[src/rtl/ppu_bus_pkg.sv]
// Shared types for the PPU video-memory bus: four-phase cycle states and requester IDs.
package ppu_bus_pkg;
   localparam int VRAM_AW = 14;

   typedef enum logic [2:0] {IDLE, ALE, HOLD, STROBE, CAPTURE} bus_state_t;
   typedef enum logic [1:0] {REQ_NONE, REQ_BG, REQ_SPR, REQ_CPU} req_id_t;
endpackage

[src/rtl/vram_cycle_sequencer.sv]
// Four-phase VRAM bus engine (ALE, HOLD, STROBE, CAPTURE) with registered pin drivers.
module vram_cycle_sequencer
   import ppu_bus_pkg::*;
(
   input  logic               clock,
   input  logic               reset,
   input  logic               start_i,
   input  logic [VRAM_AW-1:0] addr_i,
   input  logic               write_i,
   input  logic [7:0]         wdata_i,
   output logic               ready_o,
   output logic               capture_o,
   output logic [7:0]         rdata_o,
   output logic               busy_o,
   output logic [VRAM_AW-1:0] vRamAddressOut,
   output logic [7:0]         vRamDataOut,
   output logic               vRamDataDrive,
   input  logic [7:0]         vRamDataIn,
   output logic               addressLatchEnable,
   output logic               vRamRead,
   output logic               vRamWrite
);
   bus_state_t         state_q, state_d;
   logic [VRAM_AW-1:0] addr_q, addr_d;
   logic               wr_q, wr_d;
   logic [7:0]         wdata_q, wdata_d;
   logic               strobe_d;
   logic               ale_q, rd_n_q, wr_n_q, drive_q, busy_q;
   logic [7:0]         dout_q, rdata_q;

   assign ready_o   = (state_q == IDLE) || (state_q == CAPTURE);
   assign capture_o = (state_q == CAPTURE) && !wr_q;

   always_comb begin
      state_d = state_q;
      addr_d  = addr_q;
      wr_d    = wr_q;
      wdata_d = wdata_q;
      case (state_q)
         IDLE, CAPTURE: state_d = start_i ? ALE : IDLE;
         ALE:           state_d = HOLD;
         HOLD:          state_d = STROBE;
         STROBE:        state_d = CAPTURE;
         default:       state_d = IDLE;
      endcase
      if (start_i && ready_o) begin
         addr_d  = addr_i;
         wr_d    = write_i;
         wdata_d = wdata_i;
      end
   end

   // Pins are registered from the next state so they line up with the state they describe.
   assign strobe_d = (state_d == STROBE) || (state_d == CAPTURE);

   always_ff @(posedge clock) begin
      if (reset) begin
         state_q <= IDLE;
         addr_q  <= '0;
         wr_q    <= 1'b0;
         wdata_q <= '0;
         ale_q   <= 1'b0;
         rd_n_q  <= 1'b1;
         wr_n_q  <= 1'b1;
         drive_q <= 1'b0;
         dout_q  <= '0;
         rdata_q <= '0;
         busy_q  <= 1'b0;
      end else begin
         state_q <= state_d;
         addr_q  <= addr_d;
         wr_q    <= wr_d;
         wdata_q <= wdata_d;
         ale_q   <= (state_d == ALE);
         rd_n_q  <= !(strobe_d && !wr_d);
         wr_n_q  <= !(strobe_d && wr_d);
         drive_q <= strobe_d && wr_d;
         if (strobe_d && wr_d) dout_q <= wdata_d;
         if (capture_o) rdata_q <= vRamDataIn;
         busy_q  <= (state_d != IDLE);
      end
   end

   assign rdata_o            = rdata_q;
   assign busy_o             = busy_q;
   assign vRamAddressOut     = addr_q;
   assign vRamDataOut        = dout_q;
   assign vRamDataDrive      = drive_q;
   assign addressLatchEnable = ale_q;
   assign vRamRead           = rd_n_q;
   assign vRamWrite          = wr_n_q;
endmodule

[src/rtl/vram_bus_arbiter.sv]
// Shares the VRAM bus between bg, sprite and CPU requesters with a CPU anti-starvation override.
module vram_bus_arbiter
   import ppu_bus_pkg::*;
#(
   parameter int CPU_STARVE_LIMIT = 8
)(
   input  logic               clock,
   input  logic               reset,
   input  logic               bgReq,
   input  logic               sprReq,
   input  logic               cpuReq,
   input  logic [VRAM_AW-1:0] bgAddr,
   input  logic [VRAM_AW-1:0] sprAddr,
   input  logic [VRAM_AW-1:0] cpuAddr,
   input  logic               cpuWrite,
   input  logic [7:0]         cpuWData,
   output logic               bgAck,
   output logic               sprAck,
   output logic               cpuAck,
   output logic               bgValid,
   output logic               sprValid,
   output logic               cpuValid,
   output logic [7:0]         rdata,
   output logic               busy,
   output logic [VRAM_AW-1:0] vRamAddressOut,
   output logic [7:0]         vRamDataOut,
   output logic               vRamDataDrive,
   input  logic [7:0]         vRamDataIn,
   output logic               addressLatchEnable,
   output logic               vRamRead,
   output logic               vRamWrite
);
   localparam int SW = $clog2(CPU_STARVE_LIMIT + 1);

   logic [SW-1:0]      starve_q, starve_d;
   req_id_t            owner_q, owner_d, gnt;
   logic               start, ready, capture;
   logic [VRAM_AW-1:0] seq_addr;
   logic [2:0]         ack_q, valid_q;

   always_comb begin
      gnt = REQ_NONE;
      if (cpuReq && starve_q == SW'(CPU_STARVE_LIMIT)) gnt = REQ_CPU;
      else if (bgReq)                                   gnt = REQ_BG;
      else if (sprReq)                                  gnt = REQ_SPR;
      else if (cpuReq)                                  gnt = REQ_CPU;
      if (!ready) gnt = REQ_NONE;
   end

   assign start = (gnt != REQ_NONE);

   always_comb begin
      starve_d = starve_q;
      owner_d  = owner_q;
      if (!cpuReq)                                             starve_d = '0;
      else if (gnt == REQ_CPU)                                 starve_d = '0;
      else if (start && starve_q != SW'(CPU_STARVE_LIMIT))     starve_d = starve_q + 1'b1;
      if (start) owner_d = gnt;
      case (gnt)
         REQ_SPR: seq_addr = sprAddr;
         REQ_CPU: seq_addr = cpuAddr;
         default: seq_addr = bgAddr;
      endcase
   end

   always_ff @(posedge clock) begin
      if (reset) begin
         starve_q <= '0;
         owner_q  <= REQ_NONE;
         ack_q    <= '0;
         valid_q  <= '0;
      end else begin
         starve_q <= starve_d;
         owner_q  <= owner_d;
         ack_q    <= {gnt == REQ_CPU, gnt == REQ_SPR, gnt == REQ_BG};
         // Route by the owner finishing now, not the one being granted at this same edge.
         valid_q  <= {capture && owner_q == REQ_CPU,
                      capture && owner_q == REQ_SPR,
                      capture && owner_q == REQ_BG};
      end
   end

   assign {cpuAck, sprAck, bgAck}       = ack_q;
   assign {cpuValid, sprValid, bgValid} = valid_q;

   vram_cycle_sequencer u_seq (
      .clock              (clock),
      .reset              (reset),
      .start_i            (start),
      .addr_i             (seq_addr),
      .write_i            (gnt == REQ_CPU && cpuWrite),
      .wdata_i            (cpuWData),
      .ready_o            (ready),
      .capture_o          (capture),
      .rdata_o            (rdata),
      .busy_o             (busy),
      .vRamAddressOut     (vRamAddressOut),
      .vRamDataOut        (vRamDataOut),
      .vRamDataDrive      (vRamDataDrive),
      .vRamDataIn         (vRamDataIn),
      .addressLatchEnable (addressLatchEnable),
      .vRamRead           (vRamRead),
      .vRamWrite          (vRamWrite)
   );
endmodule

[config.mk]
export PLATFORM = sky130hd
export DESIGN_NAME = vram_bus_arbiter
export DESIGN_NICKNAME = d
export VERILOG_FILES = /design/src/rtl/ppu_bus_pkg.sv /design/src/rtl/vram_cycle_sequencer.sv /design/src/rtl/vram_bus_arbiter.sv
export SDC_FILE = /design/constraint.sdc
export NUM_CORES = 1
export LEC_CHECK = 0
export ABC_CLOCK_PERIOD_IN_PS = 1940
export CORE_UTILIZATION = 41
export CTS_BUF_LIST = sky130_fd_sc_hd__clkbuf_8 sky130_fd_sc_hd__clkbuf_16
export DETAILED_ROUTE_END_ITERATION = 8
export GPL_TIMING_DRIVEN = 0
export HOLD_SLACK_MARGIN = 0.03
export PLACE_DENSITY = 0.88
export SYNTH_ARGS = -nofsm -noshare
export SYNTH_HDL_FRONTEND = slang
export SYNTH_SLANG_ARGS = --single-unit
[constraint.sdc]
create_clock -name clock -period 1.94 [get_ports clock]
set_input_delay 0.485 -clock clock [delete_from_list [all_inputs] [get_ports clock]]
set_output_delay 0.485 -clock clock [all_outputs]
set_load 0.02 [all_outputs]
==> impl_metrics.ini <==
[outcome]
outcome = finished, final reports clean

[synthesis]
synth_edf_count = 0
synth_fp_nets = 299
synth_top_area_share_pct = 51.7
ys_types = 38
synthArstFlopShare_pct = 0
synthTopCellsByCount = dfxtp_1 (59), nand2_1 (28), mux2i_1 (23), nor2_1 (20), a211oi_1 (14)
synth_ff_type = dfxtp_1
yosysMostFrequentCell = dfxtp_1
netlist_area_um2 = 2290
synth_area_leaders = dfxtp_1 (52%), mux2i_1 (10%), a211oi_1 (4.6%)
yosys_warnings = 0
yosysTopAreaCell = dfxtp_1
netlist_instances = 233
avgSynthCellArea_um2 = 9.81
seq_area_frac_synth_pct = 51.7
ys_ff_latch = 59

[clocking]
cts_htree_levels = 3
clk_latency_ns = 0.33
clock_path_buffers = 2
path_clk_slew_ns = 0.07
cts_tree = yes
cts.sinks = 59
numCtsBuffers = 9
root_buffer = clkbuf_8

[drt]
drcViolationCount = 0
vias_per_cell = 5.13
drt_iter0_drc = 100
routedWlPerCell_um = 14.2
postRouteAntennaNets = 0
num_vias = 2181
wl_um = 6050
drt_first_pass_iters = 4

[sta]
hold-worst-slack_ns = 0.455
worst_pin_slew_ns = 0.805
finalSetupViolations = 0
period_share_pct = 96.5
min_period_ns = 1.87
finClkSkew_ns = 0.00796
relSlewSlack_pct = 46.1
slew_violations = 0
rsz0062_at_grt = true
finalHoldViolCount = 0
max_freq_ghz = 0.534

[run]
cap_violations = 0

[grt]
grt_busiest_layer = met2
grt_use_total_pct = 21.7
grt_overflow_total = 0
met3_usage_pct = 5.00
grt_max_degree = 13
gr-usage-met2_pct = 37.5
grt_pass1_wl_um = 10000
first_global_vias = 2189
met1_usage_pct = 24.8
antenna_found_initial = 0

[worst_setup_path]
worstSetupPathType = primary input to register
startpoint_type = primary input
cp_cell_sequence = clkdlybuf4s50_1, nor2_1, o21ai_4, buf_6, mux2i_1, a211oi_1
slowest_delay_ns = 0.54
crit_arrival_ns = 2.07
required_ns = 2.13
timing.critical_path.slowest_stage_cell = clkdlybuf4s50_1
crit_fanout = 10
endpoint_kind = register

[pwr]
power_w = 0.00396
powerDensity_nw_per_um2 = 1070
irDropWorstVdd_mv = 0.639
power.leakage_nw = 1.41

[floorplan]
fp.dieH_um = 76.7
ios = 105
core_area_um2 = 5240
die_w_um = 76.7
rows = 26
initial_core_util_pct = 43.6
die_area_um2 = 5880

[place]
port_buffers = 103
dp_hpwl_um = 4370
gp_congestion = 0.738

[cells_and_area]
fin_nets = 416
area_growth_pct = 61.4
layout.filler_cells = 399
drive_gt1_share_pct = 10.1
seq_area_um2 = 1180
multiInputGateArea_um2 = 1020
antenna_cells = 0

[hold_path]
hold_path_class = register to register
## cell families after synthesis
| family | after synthesis | share of synthesized area, % |
|---|---|---|
| compound gates | 56 | 16.0 |
| xor+xnor | 3 | 1.15 |
| fa+ha+maj | 2 | 1.09 |
| buf+inv | 19 | 4.87 |
| flops | 59 | 51.7 |
| mux | 23 | 10.1 |
| simple gates | 71 | 15.2 |
## cell type report
| cell class | count | share of cell area, % |
|---|---|---|
| Timing Repair Buffer | 106 | 28.7 |
| Tap cell | 70 | 2.37 |
| Inverter | 5 | 0.509 |
| Clock inverter | 7 | 2.71 |
| Sequential cell | 59 | 32.0 |
| Multi-Input combinational cell | 155 | 27.7 |
| Clock buffer | 9 | 3.36 |
| Buffer | 14 | 2.65 |
## path summary, 6_finish.rpt
path | slack (ns) | to | depth (start not counted) | start
hold reg to reg | 0.45 | u_seq.state_q[1]$_SDFF_PP0_ | 1 | u_seq.state_q[2]$_SDFF_PP0_
hold / removal | 0.45 | u_seq.state_q[1]$_SDFF_PP0_ | 1 | u_seq.state_q[2]$_SDFF_PP0_
setup / recovery | 0.07 | u_seq.vRamAddressOut[8]$_SDFFE_PP0N_ | 6 | sprReq
setup reg to reg | 0.11 | u_seq.vRamAddressOut[8]$_SDFFE_PP0N_ | 8 | starve_q[0]$_SDFFE_PP0P_
## through the flow
stage	setup slack [ns]	util [%]	cells	area, um2	setup TNS (ns)
4_1_cts	0.000691	69.9	424	3660	0
2_1_floorplan	0.280	-	233	2290	0
6_report	0.0675	70.4	425	3690	0
3_5_place_dp	-0.550	65.0	406	3400	-12.63
5_1_grt	-0.0157	70.4	425	3690	-0.0157
3_3_place_gp	-0.448	65.0	406	3400	-11.68
## worst max-delay path, delay by kind of cell
family / cells / cell delay (ns)
AO/OA/AOI/OAI: 2 / 0.46
buffers and inverters: 2 / 0.76
multiplexers: 1 / 0.25
AND/OR/NAND/NOR: 1 / 0.11
## power breakdown
part           total [W]  internal, W  leakage (nW)  switching (W)
registers        0.00148      0.00139         0.483      0.0000972
clock network    0.00124     0.000731         0.114       0.000514
logic            0.00123     0.000633         0.812       0.000597
total            0.00396      0.00275          1.41        0.00121
## layer usage
metal | wire, um | up-vias
met3 | 334 | 21
met1 | 2600 | 1004
li1 | - | 1064
met4 | 170 | 0
met5 | 0 | -
met2 | 2950 | 92
## sequential cells by signal, summed over array words and instances, names as in the netlist
register and flops:
u_seq.vRamAddressOut 14, u_seq.rdata_o 8, u_seq.vRamDataOut 8, u_seq.wdata_q 8, starve_q 4, ack_q 3
u_seq.state_q 3, valid_q 3, owner_q 2, u_seq.addressLatchEnable 1, u_seq.busy_o 1, u_seq.vRamDataDrive 1
u_seq.vRamRead 1, u_seq.vRamWrite 1, u_seq.wr_q 1
## repair_timing
action | 4_1_cts | 5_1_grt
buffers inserted | 2 | 1
setup endpoints to repair | 18 | 19
gates resized for setup | 5 | 4
hold buffers | 0 | 0
pin swaps | 2 | 1
## cells in the final DEF (no fill, tap or decap), types with 2 or more instances in the layout
master / n
buf_2: 2
inv_1: 5
dlymetal6s2s_1: 2
bufinv_16: 2
xnor2_1: 3
buf_6: 5
dfxtp_1: 59
buf_4: 4
o21ai_0: 10
clkinv_4: 3
mux2i_1: 22
o22ai_1: 13
clkdlybuf4s50_1: 101
nand2b_1: 2
nor2_1: 19
ha_1: 2
nor3_1: 3
a21oi_1: 11
a211oi_1: 14
and3b_1: 2
clkbuf_8: 9
nor4b_1: 2
nor3b_1: 2
nand3b_1: 2
clkbuf_1: 5
nor3_2: 2
nand2_1: 28
Note: power is estimated with default switching activity, not from simulation.
==> edit 1 (same flow settings) <==
Change the parameter `CPU_STARVE_LIMIT` from 8 to 16.
--- a/src/rtl/vram_bus_arbiter.sv
+++ b/src/rtl/vram_bus_arbiter.sv
@@ -2,7 +2,7 @@
 module vram_bus_arbiter
    import ppu_bus_pkg::*;
 #(
-   parameter int CPU_STARVE_LIMIT = 8
+   parameter int CPU_STARVE_LIMIT = 16
 )(
    input  logic               clock,
    input  logic               reset,
Function: same outputs for any inputs over 10 cycles, from zero or initial values and one cycle with reset high; that may be too few to reach the edited logic, so the function may still have changed.
==> edit 1 against the original RTL <==
  * Sequential cell count grew 1
  * Synthesized area grew 15%
  * Worst setup slack lost 0.018 ns
  * Design area grew 8.4%
  * First-iteration DRC count grew 46%
  * Maximum frequency shrank 0.93%
  * Routed wire length grew 24%
  * Power is essentially flat
  * Critical endpoint is now u_seq.vRamRead
  * Largest cell class is now multi-input combinational cells
  * Highest routed layer unchanged
==> edit 1: results <==
[outcome]
status = "finished clean"

[critical_path]
cp.arrival_ns = 2.11
cp_max_fo = 9

[routing]
drt_pass1_iterations = 4
drtIter0Drc = 146
vias_per_cell = 5.49
routed_wl_mm = 7.53
dr_total_vias = 2799

[grt]
grt_pass1_wl_mm = 11.7
grt_use_total_pct = 23.2
grt_max_degree = 13
grt_pass1_vias = 2626
antenna_found_initial = 0

[hold_path]
hold_class = "flip-flop to flip-flop"

[cells_and_area]
drive_gt1_share_pct = 9.20
antenna_cells = 0
fin_nets = 496
largest_register_ffs = 14

[place]
port_buffers = 102
hpwl_mm = 5.33
gp_congestion = 0.859
pre_cts_slack_ns = -0.375
dp.cells = 493

[timing]
fin_skew_ns = 0.00915
slew_headroom_pct = 62.5

[logic_synthesis]
async_reset_ff_share_pct = 0
synthTopCellsByCount = "dfxtp_1, nand2_1, a21oi_1"
syn_nets = 382
syn_area_per_cell_sq_um = 8.32
synth_warnings = 0
synthTopCellsByArea = "dfxtp_1, a21oi_1, nand2_1"
seq_area_frac_synth_pct = 45.7
netlist-cell-type-count = 41

[power_and_ir_drop]
p_int_mw = 2.64
max-vdd-ir-drop_mv = 0.599
p_leak_nw = 1.56

[cts]
cts_made_buffers = 9
h-tree-depth = 3
cts_root_buf = "clkbuf_8"
clkSlewWorstSetupHoldPaths_ns = 0.08
cts_buffer_depth = 2
clk_latency_ns = 0.34
## edit 1: layout make-up
| type | count | area (sq um) |
|---|---|---|
| Clock buffer | 10 | 138 |
| Clock inverter | 6 | 71.3 |
| Tap cell | 75 | 93.8 |
| Buffer | 22 | 111 |
| Fill cell | 518 | 2060 |
| Sequential cell | 60 | 1200 |
| Inverter | 5 | 18.8 |
| Timing Repair Buffer | 103 | 1040 |
| Multi-Input combinational cell | 229 | 1330 |
## edit 1: cell families (layout without fill, tap and decap cells)
group | Yosys count | count (layout) | synth area share (%)
multiplexers | 1 | 1 | 0.381
AND/OR/NAND/NOR | 140 | 140 | 26.9
AO/OA/AOI/OAI | 82 | 82 | 20.1
adder cells (fa/ha/maj) | 2 | 2 | 0.952
buffers and inverters | 27 | 146 | 4.62
XOR/XNOR | 4 | 4 | 1.33
flip-flops | 60 | 60 | 45.7
## edit 1: through the flow
step	util, %	area, sq um	TNS, ns	total power, mW
after global routing	66.0	4000	0	4.18
after global placement	61.8	3740	-8.79	2.74
after detailed placement	61.8	3740	-10.41	2.78
final	66.0	4000	0	3.96
after floorplan	-	2630	0	2.25
after CTS	65.2	3950	0	3.93
## edit 1: final timing paths
check	end	slack (ns)	from	cells past startpoint
setup / recovery	u_seq.vRamRead	0.05	starve_q[0]	7
hold / removal	u_seq.wdata_q[2]	0.44	u_seq.wdata_q[2]	2
setup reg to reg	u_seq.vRamRead	0.05	starve_q[0]	7
hold reg to reg	u_seq.wdata_q[2]	0.44	u_seq.wdata_q[2]	2
## edit 1: what timing repair did
action / CTS / global route
setup endpoints to repair: 3 / 16
resized for setup: 1 / 11
buffers inserted: 0 / 1
pin swaps: 0 / 0
hold endpoints to repair: 0 / 0
## edit 1: worst max-delay path: stages, from the launching register on
cell and delay (ns):
dfxtp_1 0.40, inv_1 0.07, ha_1 0.21, nor4bb_4 0.17
o21a_1 0.20, buf_6 0.14, a32o_2 0.29, or3_1 0.30
## edit 1: routing by layer
metal / vias to the layer above / global-route usage (%) / routed length (um)
li1: 1353 / - / -
met1: 1300 / 26.3 / 3070
met2: 126 / 41.1 / 3810
met3: 20 / 5.44 / 537
met4: 0 / 10.0 / 123
met5: - / 0 / 0
## edit 1: power groups by stage
stage	registers [mW]	logic, mW	clock network (mW)
6_report	1.51	1.27	1.17
5_1_grt	1.54	1.39	1.25
4_1_cts	1.52	1.24	1.18
3_5_place_dp	1.54	1.24	0
3_3_place_gp	1.53	1.21	0
2_1_floorplan	1.67	0.587	0
==> edit 2 (config.mk and constraints unchanged) <==
Made on the original files. Take the reset off `addr_q` and `wdata_q` and load them in a clocked block of their own.
--- a/src/rtl/vram_cycle_sequencer.sv
+++ b/src/rtl/vram_cycle_sequencer.sv
@@ -56,9 +56,7 @@
    always_ff @(posedge clock) begin
       if (reset) begin
          state_q <= IDLE;
-         addr_q  <= '0;
          wr_q    <= 1'b0;
-         wdata_q <= '0;
          ale_q   <= 1'b0;
          rd_n_q  <= 1'b1;
          wr_n_q  <= 1'b1;
@@ -68,9 +66,7 @@
          busy_q  <= 1'b0;
       end else begin
          state_q <= state_d;
-         addr_q  <= addr_d;
          wr_q    <= wr_d;
-         wdata_q <= wdata_d;
          ale_q   <= (state_d == ALE);
          rd_n_q  <= !(strobe_d && !wr_d);
          wr_n_q  <= !(strobe_d && wr_d);
@@ -79,6 +75,11 @@
          if (capture_o) rdata_q <= vRamDataIn;
          busy_q  <= (state_d != IDLE);
       end
+   end
+
+   always_ff @(posedge clock) begin
+      addr_q  <= addr_d;
+      wdata_q <= wdata_d;
    end
 
    assign rdata_o            = rdata_q;
Behaviour: not the same (a bounded check fails within 4 cycles, from zero or initial values and one cycle with reset high).
==> edit 2 against the original RTL <==
  * Clock power down 26%
  * Worst hold slack got worse by 0.033 ns
  * First-iteration DRC count decreased by 12%
  * Sequential cell count is the same
  * Worst setup slack got worse by 0.028 ns
  * Power shrank 25%
  * Routed wire length fell by 1.9%
  * Synthesized area increased by 3.9%
  * Non-clock buffer count rose by 1
  * Design area grew 1.0%
  * Global-route usage down 2.0 points
  * Largest cell class unchanged
  * Largest power group unchanged
==> edit 2: results <==
[cts]
h-tree-depth = 3
clkSlewWorstSetupHoldPaths_ns = 0.06
cts_made_buffers = 9

[logic_synthesis]
synth-edff-count = 14
async_reset_ff_share_pct = 0
synth_warnings = 0
synthTopCellsByArea = "dfxtp_1, edfxtp_1, mux2i_1"
yosys_most_used_dff = "dfxtp_1"
syn_area_per_cell_sq_um = 10.1
syn_nets = 302
seq_area_frac_synth_pct = 55.6
netlist-cell-type-count = 39
synthTopCellsByCount = "dfxtp_1, nor2_1, a21oi_1"

[critical_path]
reg2reg_slack_ns = 0.13
rr_endpoint = "u_seq.vRamAddressOut[6]"
cp_slowest_cell = "clkdlybuf4s50_1"
setup.worst_path.start = "cpuReq"
crit_path_end = "u_seq.busy_o"
cp.arrival_ns = 2.11
r2r_cells = 8
cpPeakStageDelay_ns = 0.50
cp_top_family = "buffers and inverters"

[routing]
wl_met2_mm = 2.76
drtIter0Drc = 88
wl_per_cell_um = 13.8
wl_met3_um = 576
dr_total_vias = 2099
wl_met1_mm = 2.53

[timing]
slew_headroom_pct = 64.8
fin_skew_ns = 0.00797
post-route-period-util_pct = 97.9

[cells_and_area]
largest_register_ffs = 14
drive_gt1_share_pct = 8.64
fin_cells = 431
fin_nets = 420

[grt]
grt_pass1_wl_mm = 9.25
grt_max_degree = 15
antenna_found_initial = 0
grt_pass1_vias = 2030
grt_use_total_pct = 19.7

[place]
placed_area_sq_um = 3510
pre_cts_slack_ns = -0.470
port_buffers = 104
dp.cells = 412
gp_congestion = 0.754
hpwl_mm = 4.48

[power_and_ir_drop]
switchingPower_mw = 0.780
p_leak_nw = 1.46
max-vdd-ir-drop_mv = 0.484

[outcome]
status = "finished clean"

[hold_path]
hold_class = "flip-flop to flip-flop"
[edit 2: worst min-delay path by stage]
| stage | from | endpoint | slack [ns] | cells past startpoint |
|---|---|---|---|---|
| after floorplan | owner_q[0] | valid_q[1] | 0.40 | 1 |
| after global placement | owner_q[0] | valid_q[1] | 0.41 | 1 |
| after detailed placement | owner_q[0] | valid_q[1] | 0.42 | 1 |
| after CTS | owner_q[0] | valid_q[1] | 0.41 | 1 |
| after global routing | owner_q[0] | valid_q[1] | 0.42 | 1 |
| final | owner_q[0] | valid_q[1] | 0.42 | 1 |
[edit 2: timing repair]
action | in CTS | in global routing
hold buffers | 0 | 0
setup buffers | 3 | 0
setup endpoints to repair | 20 | 6
gates resized for setup | 1 | 5
pin swaps | 1 | 0
[edit 2: area by class of cell]
type	count	area, sq um
Buffer	14	96.3
Clock buffer	10	138
Clock inverter	6	26.3
Fill cell	451	1810
Inverter	16	63.8
Multi-Input combinational cell	147	915
Sequential cell	59	1320
Tap cell	72	90.1
Timing Repair Buffer	107	1080
[edit 2: cell families after synthesis]
family,Yosys count,synth area share (%)
buf+inv,30,6.06
simple gates,77,15.8
mux,22,9.27
xor+xnor,3,1.11
compound gates,43,11.1
flops,59,55.6
fa+ha+maj,2,1.05
[edit 2: power groups by stage]
stage          Clock, mW  Combinational [mW]  Sequential [mW]
2_1_floorplan          0               0.249             1.51
3_3_place_gp           0               0.602             1.44
3_5_place_dp           0               0.619             1.45
4_1_cts            0.939               0.644             1.42
5_1_grt             1.00               0.695             1.43
6_report           0.915               0.644             1.42
[edit 2: layer usage]
layer / GRT usage (%) / up-vias
met5: 0 / -
met2: 32.9 / 96
met1: 22.6 / 952
li1: - / 1042
met4: 6.85 / 0
met3: 8.02 / 9
